`config.mk`:
```
export PLATFORM = sky130hd
export DESIGN_NAME = clock_ratio_detect
export DESIGN_NICKNAME = d
export VERILOG_FILES = /design/src/rtl/clock_ratio_detect.sv
export SDC_FILE = /design/constraint.sdc
export NUM_CORES = 1
export LEC_CHECK = 0
export ABC_AREA = 1
export CAP_MARGIN = 0
export CORE_MARGIN = 3
export CORE_UTILIZATION = 35
export DETAILED_ROUTE_END_ITERATION = 7
export HOLD_SLACK_MARGIN = 0.08
export PLACE_DENSITY = 0.64
export SYNTH_ARGS = -nofsm -noshare
export SYNTH_HDL_FRONTEND = slang
export SYNTH_SLANG_ARGS = --single-unit
export TNS_END_PERCENT = 10
```
`constraint.sdc`:
```
create_clock -name Ref_Clk -period 4.1 [get_ports Ref_Clk]
set_clock_uncertainty 0.15 [all_clocks]
set_input_delay 0.615 -clock Ref_Clk [delete_from_list [all_inputs] [get_ports Ref_Clk]]
set_output_delay 0.615 -clock Ref_Clk [all_outputs]
set_load 0.02 [all_outputs]
```
`src/rtl/clock_ratio_detect.sv`:
```
// Measures the div_clk period in Ref_Clk cycles and tracks lock against exp_ratio.
// Optional duty-cycle check enabled by defining CLOCK_RATIO_DETECT_DUTY_CHECK_EN.
module clock_ratio_detect #(
    parameter int WIDTH    = 8,
    parameter int LOCK_CNT = 4,
    parameter int TOL      = 1
) (
    input  logic             Ref_Clk,
    input  logic             rst,
    input  logic             div_clk,
    input  logic [WIDTH-1:0] exp_ratio,
    output logic [WIDTH-1:0] meas_ratio,
    output logic             meas_valid,
    output logic             locked,
    output logic             lock_lost,
    output logic             timeout,
    output logic             duty_err
);
    localparam int MW = $clog2(LOCK_CNT + 1);
    localparam logic [WIDTH:0]  TOL_W  = TOL[WIDTH:0];
    localparam logic [MW-1:0]   LOCK_W = LOCK_CNT[MW-1:0];

    typedef enum logic [1:0] {IDLE, ACQ, LOCKED} state_t;
    state_t state_q, state_d;

    logic             sync1_q, sync_q, prev_q, rise;
    logic [WIDTH-1:0] cnt_q, exp_q;
    logic [MW-1:0]    mcnt_q, mcnt_d;
    logic             sat, exp_chg, match, lost_d, measure;
    logic [WIDTH:0]   diff;

    assign rise    = sync_q & ~prev_q;
    assign sat     = (cnt_q == {WIDTH{1'b1}}) && !rise;
    assign exp_chg = (exp_ratio != exp_q);
    assign measure = rise && (state_q != IDLE);
    assign locked  = (state_q == LOCKED);

    assign diff  = (cnt_q >= exp_ratio) ? ({1'b0, cnt_q} - {1'b0, exp_ratio})
                                        : ({1'b0, exp_ratio} - {1'b0, cnt_q});
    // Zero expected ratio is treated as "no target": never matches.
    assign match = (exp_ratio != '0) && (diff <= TOL_W);

    always_ff @(posedge Ref_Clk or negedge rst) begin
        if (!rst) begin
            state_q <= IDLE;
            mcnt_q  <= '0;
        end else begin
            state_q <= state_d;
            mcnt_q  <= mcnt_d;
        end
    end

    always_comb begin
        state_d = state_q;
        mcnt_d  = mcnt_q;
        lost_d  = 1'b0;
        if (rise) begin
            case (state_q)
                IDLE: begin
                    state_d = ACQ;
                    mcnt_d  = '0;
                end
                ACQ: begin
                    if (exp_chg || !match) begin
                        mcnt_d = '0;
                    end else if (mcnt_q + MW'(1) >= LOCK_W) begin
                        state_d = LOCKED;
                        mcnt_d  = '0;
                    end else begin
                        mcnt_d = mcnt_q + MW'(1);
                    end
                end
                LOCKED: begin
                    if (exp_chg || !match) begin
                        state_d = ACQ;
                        mcnt_d  = '0;
                        lost_d  = 1'b1;
                    end
                end
                default: state_d = IDLE;
            endcase
        end else if (sat) begin
            state_d = IDLE;
            mcnt_d  = '0;
            lost_d  = (state_q == LOCKED);
        end else if (exp_chg && state_q != IDLE) begin
            state_d = ACQ;
            mcnt_d  = '0;
            lost_d  = (state_q == LOCKED);
        end
    end

    always_ff @(posedge Ref_Clk or negedge rst) begin
        if (!rst) begin
            sync1_q    <= 1'b0;
            sync_q     <= 1'b0;
            prev_q     <= 1'b0;
            cnt_q      <= '0;
            exp_q      <= '0;
            meas_ratio <= '0;
            meas_valid <= 1'b0;
            lock_lost  <= 1'b0;
            timeout    <= 1'b0;
        end else begin
            sync1_q    <= div_clk;
            sync_q     <= sync1_q;
            prev_q     <= sync_q;
            exp_q      <= exp_ratio;
            meas_valid <= measure;
            lock_lost  <= lost_d;
            if (measure) meas_ratio <= cnt_q;
            if (rise)         cnt_q <= WIDTH'(1);
            else if (!sat)    cnt_q <= cnt_q + WIDTH'(1);
            if (rise)         timeout <= 1'b0;
            else if (sat)     timeout <= 1'b1;
        end
    end

`ifdef CLOCK_RATIO_DETECT_DUTY_CHECK_EN
    localparam logic [WIDTH+1:0] TOL2 = (WIDTH+2)'(2 * TOL);
    logic [WIDTH-1:0] high_q;
    logic [WIDTH+1:0] twice_high, period_x, duty_diff;

    assign twice_high = {1'b0, high_q, 1'b0};
    assign period_x   = {2'b00, cnt_q};
    assign duty_diff  = (twice_high >= period_x) ? (twice_high - period_x)
                                                 : (period_x - twice_high);

    // The rise cycle itself is a high cycle, so the count restarts at 1.
    always_ff @(posedge Ref_Clk or negedge rst) begin
        if (!rst) begin
            high_q   <= '0;
            duty_err <= 1'b0;
        end else begin
            if (rise)                                high_q <= WIDTH'(1);
            else if (sync_q && high_q != {WIDTH{1'b1}}) high_q <= high_q + WIDTH'(1);
            if (state_q == IDLE)                     duty_err <= 1'b0;
            else if (measure && duty_diff > TOL2)    duty_err <= 1'b1;
        end
    end
`else
    assign duty_err = 1'b0;
`endif

endmodule
```
==> results of run 1 <==
-- metal layers --
metal	vias to the layer above	track usage, %
met5	-	0
met4	0	5.15
met3	9	2.15
met2	42	24.5
met1	996	20.5
li1	1143	-
-- worst paths after layout --
| kind | endpoint | cells past startpoint | start | slack [ns] |
|---|---|---|---|---|
| worst max-delay path | state_q[0]$_DFFE_PN0P_ | 18 | exp_ratio[2] | 0.97 |
| worst min-delay path | sync_q$_DFF_PN0_ | 0 | sync1_q$_DFF_PN0_ | 0.21 |
| worst max register to register | mcnt_q[0]$_DFFE_PN0P_ | 15 | cnt_q[0]$_DFFE_PN0P_ | 1.34 |
| worst min register to register | sync_q$_DFF_PN0_ | 0 | sync1_q$_DFF_PN0_ | 0.21 |
| max in group asynchronous | exp_q[0]$_DFF_PN0_ | 2 | rst | 2.90 |
| min in group asynchronous | cnt_q[6]$_DFFE_PN0P_ | 2 | rst | 0.58 |
-- cell usage in the layout, fill, tap and decap left out, drive strengths merged --
| cell | synthesis | routed |
|---|---|---|
| nand2 | 104 | 104 |
| inv | 58 | 58 |
| nor2 | 36 | 36 |
| dfrtp | 35 | 35 |
| nand3 | 23 | 23 |
| clkdlybuf4s50 | 0 | 22 |
| ha | 18 | 18 |
| o21ai | 18 | 18 |
| a21oi | 17 | 17 |
| xnor2 | 9 | 9 |
| clkbuf | 1 | 8 |
| nand4 | 6 | 6 |
| nor3 | 6 | 6 |
| xor2 | 4 | 4 |
| or2 | 2 | 2 |
| o211ai | 2 | 2 |
| a211oi | 2 | 2 |
| fa | 2 | 2 |
| and3 | 1 | 1 |
| a21boi | 1 | 1 |
| conb | 1 | 1 |
| buf | 3 | 1 |
-- state kept, by name (all words and copies together), names as in the netlist --
| signal | flops |
|---|---|
| prev_q | 1 |
| sync_q | 1 |
| state_q | 2 |
| meas_ratio | 8 |
| meas_valid | 1 |
| cnt_q | 8 |
| mcnt_q | 3 |
| lock_lost | 1 |
| exp_q | 8 |
| timeout | 1 |
| sync1_q | 1 |
-- cells by family after synthesis --
group                    Yosys count  share of synthesized area [%]
adder cells (fa/ha/maj)           20                           10.5
flip-flops                        35                           34.6
XOR/XNOR                          13                           4.50
buffers and inverters             62                           9.63
AND/OR/NAND/NOR                  178                           31.5
other                              1                          0.148
AO/OA/AOI/OAI                     40                           9.14
-- stage by stage --
stage	power [mW]	std cells	cell area, µm²	util, %	setup WS, ns
4_1_cts	1.39	472	2950	42.8	0.975
2_1_floorplan	0.931	349	2530	-	1.60
5_1_grt	1.51	472	2950	42.8	0.680
3_5_place_dp	1.11	464	2850	41.3	0.679
3_3_place_gp	1.10	464	2850	41.3	0.679
6_report	1.38	472	2950	42.8	0.970
-- critical path, stage by stage --
cell                              delay [ns]
sky130_fd_sc_hd__clkdlybuf4s50_1        0.56
sky130_fd_sc_hd__inv_1                  0.09
sky130_fd_sc_hd__ha_1                   0.49
sky130_fd_sc_hd__nand2_1                0.13
sky130_fd_sc_hd__nor2_1                 0.17
sky130_fd_sc_hd__nand3_2                0.11
sky130_fd_sc_hd__nand2_2                0.13
sky130_fd_sc_hd__inv_2                  0.07
sky130_fd_sc_hd__nand2_8                0.09
sky130_fd_sc_hd__nand2_1                0.05
sky130_fd_sc_hd__o21ai_0                0.07
sky130_fd_sc_hd__nand3_1                0.09
sky130_fd_sc_hd__nor2_1                 0.10
sky130_fd_sc_hd__nand3_1                0.11
sky130_fd_sc_hd__nand2_1                0.09
sky130_fd_sc_hd__nand2_1                0.07
sky130_fd_sc_hd__nand2_1                0.06
sky130_fd_sc_hd__nand2_1                0.05
-- layout make-up --
type,count,area [µm²],area share (%)
tap,96,120,4.07
inverter,58,218,7.37
timing repair buffer,23,228,7.71
clock buffer,8,100,3.39
multi-input combinational,252,1410,47.8
sequential,35,876,29.6
-- power breakdown --
part,total (mW),internal [mW],leakage [nW],switching (mW)
sequential,0.450,0.397,0.449,0.0524
clock,0.275,0.153,0.0515,0.121
combinational,0.654,0.243,0.995,0.412
==> parameters.txt, run 1 <==
Parameter                              Value

Run status
  Run status    completed

Worst hold path
  Hold Path Class    reg2reg

Yosys
  Portion of synthesized cell area occupied by the leading cell type    34.6%
  Post-synthesis instance area    ~2500 µm²
  Most common cell in the netlist    sky130_fd_sc_hd__nand2_1
  Library cell with the largest summed area after synthesis    sky130_fd_sc_hd__dfrtp_1
  Sequential-to-total area share from yosys stat    34.6%
  Top post-synthesis cells by area    sky130_fd_sc_hd__dfrtp_1, sky130_fd_sc_hd__nand2_1, sky130_fd_sc_hd__ha_1
  Top post-synthesis cells by count    sky130_fd_sc_hd__nand2_1, sky130_fd_sc_hd__inv_1, sky130_fd_sc_hd__dfrtp_1
  Most used flip-flop cell after synthesis    sky130_fd_sc_hd__dfrtp_1
  Count of yosys warnings during synthesis    0
  Number of synthesized register bits    35
  Synthesized area per cell    just over 7 µm²
  Number of distinct standard cells referenced by the synthesized netlist    31
  Share of async-settable or async-resettable flops after synthesis    100%
  Count of mapped cells out of synthesis    349
  Net count after synthesis    380
  Post-synth EDFFs    0

Clock tree
  Post-CTS resize count    0
  CTS HTree Levels    2
  TritonCTS clock tree    done
  Number of buffers inserted by post-CTS setup repair    0
  Count of hold buffers inserted by post-cts repair    0
  Clock sink total    35
  Clk root buf    sky130_fd_sc_hd__clkbuf_8
  Number of buffers created by CTS    5
  Clock slew at reported path FFs    ~0.06 ns
  Worst skew pair latency    ~0.29 ns
  Clock Path Buffers    2

Finish
  Post-layout nets    406
  Number of antenna repair diodes    0
  Filler instances    just over 700
  Ratio of cells with drive above 1 in the final layout    under 10%
  Synthesis-to-finish area growth    16.7%

Route
  Met1 Wirelength    approximately 2900 µm
  Count of antenna-violating nets left after detailed routing    0
  Drt via density    4.64
  DRC violations left    0
  Met3 Routed Length    161 µm
  Wirelength, routed    5720 µm
  Drt first pass iters    5
  Top routing layer in use    met4
  Average routed wire per standard cell    between 10 and 15 µm
  Number of vias after detailed routing    2,190
  Detailed-routed wire length on met2    2600 µm
  Number of design-rule violations left by the first detailed-router iteration    109

Die
  I/O pin cnt    24
  Die Area    8290 µm²
  Area of the core region    6910 µm²
  Vertical die dimension    91.1 µm
  Floorplan row count    30
  Die span in x    just over 90 µm
  Initial core utilization    a little under two fifths

GRT
  Gr ovfl total    0
  Gr usage total    about 15%
  Number of global-route vias before repair    2,246
  Global-route wire length before repair    10,300 µm
  Largest net degree at the start of global routing    36
  Number of antenna violations at the first check in global routing    0

STA
  Minimum period implied by the final worst setup slack    3.13 ns
  Slew at the pin closest to its max-slew limit    about 0.58 ns
  Slew Viols, Final    0
  RSZ-0062 raised after global routing    no
  Fmax achieved    0.319 GHz
  Accumulated negative setup slack    0 ns
  Final hold viol count    0
  Final period utilization    76.3%
  Worst slack on hold paths    0.207 ns
  Worst slew margin relative to its limit    61.5%
  Count of endpoints failing setup in the final report    0

Power
  Max rail drop VDD    0.000360 V
  Leakage    between 1 and 1.5 nW
  Ratio of total power to cell area    ~470 nW/µm²

Critical path
  Worst endpoint data arrival time    3.15 ns
  Worst endpoint required time    4.12 ns
  Setup crit start kind    input pin
  Crit Path Class    in2reg
  Maximum net fanout on the critical path    10
  Nature of the critical path endpoint    register

Placed design
  Routability congestion estimate from global placement    0.903
  Number of buffers inserted by port buffering    22
  Total half-perimeter wirelength after legalization and detailed placement    4620 µm

Job
  Max capacitance violation total    0
(Power assumes the default switching activity.)
==> inputs of run 2 (changes only) <==
PLACE_DENSITY = 0.66   (was 0.64)
clock period = 2.7 ns   (was 4.1 ns; I/O delays follow)
==> parameters.txt, run 2 (synthesis gave the netlist of run 1 again) <==
Parameter                              Value

Power
  PnR Total Power    between 2 and 3 mW
  Max rail drop VDD    0.000641 V
  Ratio of total power to cell area    slightly above 700 nW/µm²
  Leakage    between 1.5 and 2 nW

Critical path
  CP peak stage delay    about 0.42 ns
  Cells traversed along the worst timing path    dlygate4sd2_1 > inv_2 > ha_4 > inv_2 > fa_2 > nand3_2 > nand2_2 > nand2_2 > nand2_1 > nand2_1 > nand2_1 > nor2_2 > nor2_2 > nand3_2 > nor2_4 > a21oi_4 > nand2_2 > nand2_1 > nand2_1
  CP dominant cell by count    sky130_fd_sc_hd__nand2_1
  Setup crit start kind    input pin
  Nature of the critical path endpoint    register
  Crit Path Class    in2reg
  Maximum net fanout on the critical path    5
  Cell at the slowest stage of the critical path    sky130_fd_sc_hd__fa_2
  Worst endpoint data arrival time    2.63 ns
  Worst endpoint required time    2.72 ns

Route
  Average routed wire per standard cell    roughly 13 µm
  Number of vias after detailed routing    2,401
  Drt first pass iters    4
  Number of design-rule violations left by the first detailed-router iteration    143
  Drt via density    4.66
  DRC violations left    0
  Wirelength, routed    6680 µm
  Count of antenna-violating nets left after detailed routing    0

Finish
  Post-route standard cell area excluding fillers    3560 µm²
  Largest registers    cnt_q (8), exp_q (8), meas_ratio (8)
  Post-Layout Cell Count    515
  Filler instances    647
  Most common cell after layout, fill and taps aside    sky130_fd_sc_hd__nand2_1
  Ratio of cells with drive above 1 in the final layout    slightly above 30%
  Number of antenna repair diodes    0
  Post-layout nets    450
  Commonest non-fill, non-tap cells in the layout    sky130_fd_sc_hd__nand2_1, sky130_fd_sc_hd__inv_1, sky130_fd_sc_hd__buf_4
  Synthesis-to-finish area growth    40.5%

Clock tree
  Clk root buf    sky130_fd_sc_hd__clkbuf_8
  Number of buffers created by CTS    5
  Worst skew pair latency    approximately 0.29 ns
  Clock slew at reported path FFs    roughly 0.07 ns
  TritonCTS clock tree    done
  Clock Path Buffers    2
  CTS HTree Levels    2
  Clock sink total    35

Placed design
  Pre-CTS worst setup slack    -0.453 ns
  Total half-perimeter wirelength after legalization and detailed placement    5110 µm
  Routability congestion estimate from global placement    0.911
  Number of buffers inserted by port buffering    22
  Placement-stage cell area    3150 µm²
  Placed insts    between 500 and 600

Run status
  Run status    completed

GRT
  Highest-utilization routing layer at the global route stage    met2
  Met2 demand-to-capacity share in global routing    26.7%
  Largest net degree at the start of global routing    36
  Gr ovfl total    0
  Fraction of met1 tracks used by global routing    roughly 22%
  Number of global-route vias before repair    2,383
  Routing usage on met3    under 10%
  Number of antenna violations at the first check in global routing    0
  Gr usage total    16.3%
  Global-route wire length before repair    11,100 µm

Die
  Vertical die dimension    91.1 µm
  Initial core utilization    36.7%
  Die Area    8290 µm²
  Area of the core region    around 6900 µm²
  Floorplan row count    30
  I/O pin cnt    24
  Die span in x    between 90 and 100 µm

STA
  Final period utilization    96.6%
  Count of endpoints failing setup in the final report    0
  Slew Viols, Final    0
  Final hold viol count    0
  Fmax achieved    approximately 0.38 GHz
  Minimum period implied by the final worst setup slack    2.61 ns
  Accumulated negative setup slack    0 ns
  Final setup margin    0.0928 ns
  RSZ-0062 raised after global routing    yes

Job
  Max capacitance violation total    0

Worst hold path
  Hold Path Class    reg2reg
## run 2: final timing paths
kind	cells past startpoint	from	slack, ns	endpoint
setup / recovery	19	exp_ratio[0]	0.09	mcnt_q[1]$_DFFE_PN0P_
hold / removal	0	sync1_q$_DFF_PN0_	0.20	sync_q$_DFF_PN0_
setup reg to reg	18	cnt_q[0]$_DFFE_PN0P_	0.11	mcnt_q[1]$_DFFE_PN0P_
hold reg to reg	0	sync1_q$_DFF_PN0_	0.20	sync_q$_DFF_PN0_
max in group asynchronous	2	rst	1.70	cnt_q[0]$_DFFE_PN0P_
min in group asynchronous	2	rst	0.38	sync1_q$_DFF_PN0_
## run 2: repair_timing
| action | CTS | global route |
|---|---|---|
| setup buffers | 0 | 5 |
| resized for setup | 7 | 67 |
| setup endpoints to repair | 6 | 6 |
| hold endpoints to repair | 0 | 0 |
| hold buffers | 0 | 0 |
| pin swaps | 2 | 30 |
## run 2: through the flow
step,util (%),hold WS (ns)
4_1_cts,47.3,0.207
2_1_floorplan,-,-0.0406
3_5_place_dp,45.6,0.192
6_report,51.5,0.203
5_1_grt,51.5,0.216
3_3_place_gp,45.6,0.183
## run 2: where the power goes
part	leakage [nW]	internal [mW]	total, mW	switching, mW
clock network	0.0470	0.200	0.380	0.180
logic	1.26	0.642	1.46	0.823
registers	0.448	0.605	0.698	0.0936
total	1.75	1.45	2.54	1.10
## run 2: area by class of cell
cell class              count  area (µm²)  share of cell area [%]
repair buffers             67         568                    16.0
multi-input cells         252        1690                    47.4
well taps                  96         120                    3.38
clock inverters             1        5.00                   0.141
flip-flops and latches     35         877                    24.6
clock buffers               6        82.6                    2.32
inverters                  58         220                    6.19
## run 2: per-layer routing
layer	wire length (µm)	vias up	share of wire [%]
met5	0	-	0
met4	159	0	2.4
met3	178	14	2.7
met2	3280	50	49
met1	3070	1109	46
li1	-	1228	-
## run 2: critical path: cells and delay by family
family,cells,cell delay [ns]
AND/OR/NAND/NOR,13,0.99
adder cells (fa/ha/maj),2,0.55
buffers and inverters,3,0.46
AO/OA/AOI/OAI,1,0.21
==> inputs of run 3 (changes only) <==
ABC_CLOCK_PERIOD_IN_PS = 2700   (was not set)
DONT_BUFFER_PORTS = 1   (was not set)
MAX_ROUTING_LAYER = met4   (was not set)
PLACE_DENSITY = 0.62   (was 0.66)
==> parameters.txt, run 3 (synthesis gave the netlist of run 1 again) <==
Parameter                              Value

STA
  Accumulated negative setup slack    0 ns
  Minimum period implied by the final worst setup slack    2.57 ns
  Worst slew margin relative to its limit    65.5%
  Fmax achieved    0.389 GHz
  Worst slack on hold paths    0.220 ns
  Final hold viol count    0
  Slew Viols, Final    0
  Count of endpoints failing setup in the final report    0
  Slew at the pin closest to its max-slew limit    0.516 ns
  Final setup margin    0.131 ns
  Final period utilization    95.1%

Worst hold path
  Hold Path Class    reg2reg

Route
  Wirelength, routed    around 6000 µm
  Number of design-rule violations left by the first detailed-router iteration    90
  Drt first pass iters    5
  Number of vias after detailed routing    2,203
  Drt via density    4.70
  Average routed wire per standard cell    12.7 µm
  DRC violations left    0
  Count of antenna-violating nets left after detailed routing    0

Finish
  Commonest non-fill, non-tap cells in the layout    sky130_fd_sc_hd__nand2_1, sky130_fd_sc_hd__inv_1, sky130_fd_sc_hd__dfrtp_1
  Largest registers    cnt_q (8), exp_q (8), meas_ratio (8)
  Number of antenna repair diodes    0
  Post-route standard cell area excluding fillers    2990 µm²
  Most common cell after layout, fill and taps aside    sky130_fd_sc_hd__nand2_1
  Ratio of cells with drive above 1 in the final layout    15.0%
  Post-layout nets    403
  Synthesis-to-finish area growth    18.1%

Placed design
  Placement-stage cell area    between 2000 and 3000 µm²
  Number of buffers inserted by port buffering    0
  Total half-perimeter wirelength after legalization and detailed placement    4720 µm
  Pre-CTS worst setup slack    0.00671 ns
  Routability congestion estimate from global placement    0.923

Clock tree
  Clock Path Buffers    2
  CTS HTree Levels    2
  Clock slew at reported path FFs    0.07 ns
  Clock sink total    35
  Worst skew pair latency    0.28 ns
  TritonCTS clock tree    done
  Clk root buf    sky130_fd_sc_hd__clkbuf_8
  Number of buffers created by CTS    5

Critical path
  Cells traversed along the worst timing path    inv_2 > ha_4 > inv_2 > fa_2 > nand3_2 > nand3_2 > nand2_2 > nand2_1 > nor2_2 > nand2_2 > o21ai_2 > nand3_2 > nor2_4 > and3_4 > nand2_1 > nand2_1
  Worst endpoint data arrival time    between 2 and 3 ns
  Maximum net fanout on the critical path    3
  CP peak stage delay    around 0.43 ns
  Crit Path Class    reg2reg
  Setup crit start kind    register
  Nature of the critical path endpoint    register
  Cell at the slowest stage of the critical path    sky130_fd_sc_hd__dfrtp_2
  Worst endpoint required time    2.77 ns

Power
  Max rail drop VDD    0.000498 V
  Leakage    about 1.5 nW
  Ratio of total power to cell area    729 nW/µm²

GRT
  Global-route wire length before repair    10,300 µm
  Number of global-route vias before repair    around 2,200
  Largest net degree at the start of global routing    36
  Number of antenna violations at the first check in global routing    0
  Gr ovfl total    0
  Gr usage total    approximately 16%

Die
  Vertical die dimension    approximately 91 µm
  Initial core utilization    36.7%
  I/O pin cnt    24
  Die span in x    a little over 90 µm
  Area of the core region    slightly below 7000 µm²
  Floorplan row count    30
  Die Area    8290 µm²

Run status
  Run status    completed

Job
  Max capacitance violation total    0
run 3: cell types whose count changed in the layout (fill, tap and decap cells not counted), moves of 10 or more:
cell                              delta
sky130_fd_sc_hd__nand2_2            -12
sky130_fd_sc_hd__clkdlybuf4s50_1    -18
sky130_fd_sc_hd__dlygate4sd3_1      +10
sky130_fd_sc_hd__buf_4              -35
sky130_fd_sc_hd__nand2_1            +13
run 3: cell type report:
class | count | area, µm²
clock buffer | 8 | 100
fill | 716 | 3920
sequential | 35 | 877
tap | 96 | 120
inverter | 58 | 218
multi-input combinational | 252 | 1490
timing repair buffer | 20 | 188
run 3: routing by layer:
metal | track usage, % | vias up | share of wire, %
li1 | - | 1139 | -
met1 | 19.5 | 1022 | 45
met2 | 26.3 | 31 | 50
met3 | 1.82 | 11 | 2.8
met4 | 6.41 | 0 | 2.2
met5 | - | - | 0
run 3: where the power goes:
part	total (mW)	internal [mW]	switching, mW
combinational	1.05	0.416	0.630
clock	0.413	0.233	0.180
sequential	0.723	0.605	0.118
total	2.18	1.25	0.928
run 3: worst paths after layout:
path	from	endpoint	slack (ns)	cells after the start
worst min register to register	sync1_q$_DFF_PN0_	sync_q$_DFF_PN0_	0.22	0
worst min-delay path	sync1_q$_DFF_PN0_	sync_q$_DFF_PN0_	0.22	0
worst max-delay path	cnt_q[0]$_DFFE_PN0P_	mcnt_q[0]$_DFFE_PN0P_	0.13	16
max in group asynchronous	rst	cnt_q[0]$_DFFE_PN0P_	1.77	2
worst max register to register	cnt_q[0]$_DFFE_PN0P_	mcnt_q[0]$_DFFE_PN0P_	0.13	16
min in group asynchronous	rst	exp_q[7]$_DFF_PN0_	0.42	2
run 3: stage by stage:
step	std cells	power (mW)	util, %
6_report	469	2.18	43.3
5_1_grt	469	2.38	43.3
4_1_cts	466	2.09	41.9
3_5_place_dp	447	1.64	38.7
3_3_place_gp	447	1.63	38.7
2_1_floorplan	349	1.41	-
run 3: worst max-delay path: cells and delay by family (launching register included):
kind | cells | cell delay (ns)
compound gates | 1 | 0.15
fa+ha+maj | 2 | 0.54
buf+inv | 2 | 0.13
flops | 1 | 0.43
simple gates | 11 | 1.11
run 3: timing repair:
action                                  CTS  global route
hold buffers                             11             0
setup buffers                             0             3
resized for setup                         1            20
pin swaps                                 0             9
endpoints found under the setup margin    1             5
endpoints found under the hold margin    44             0
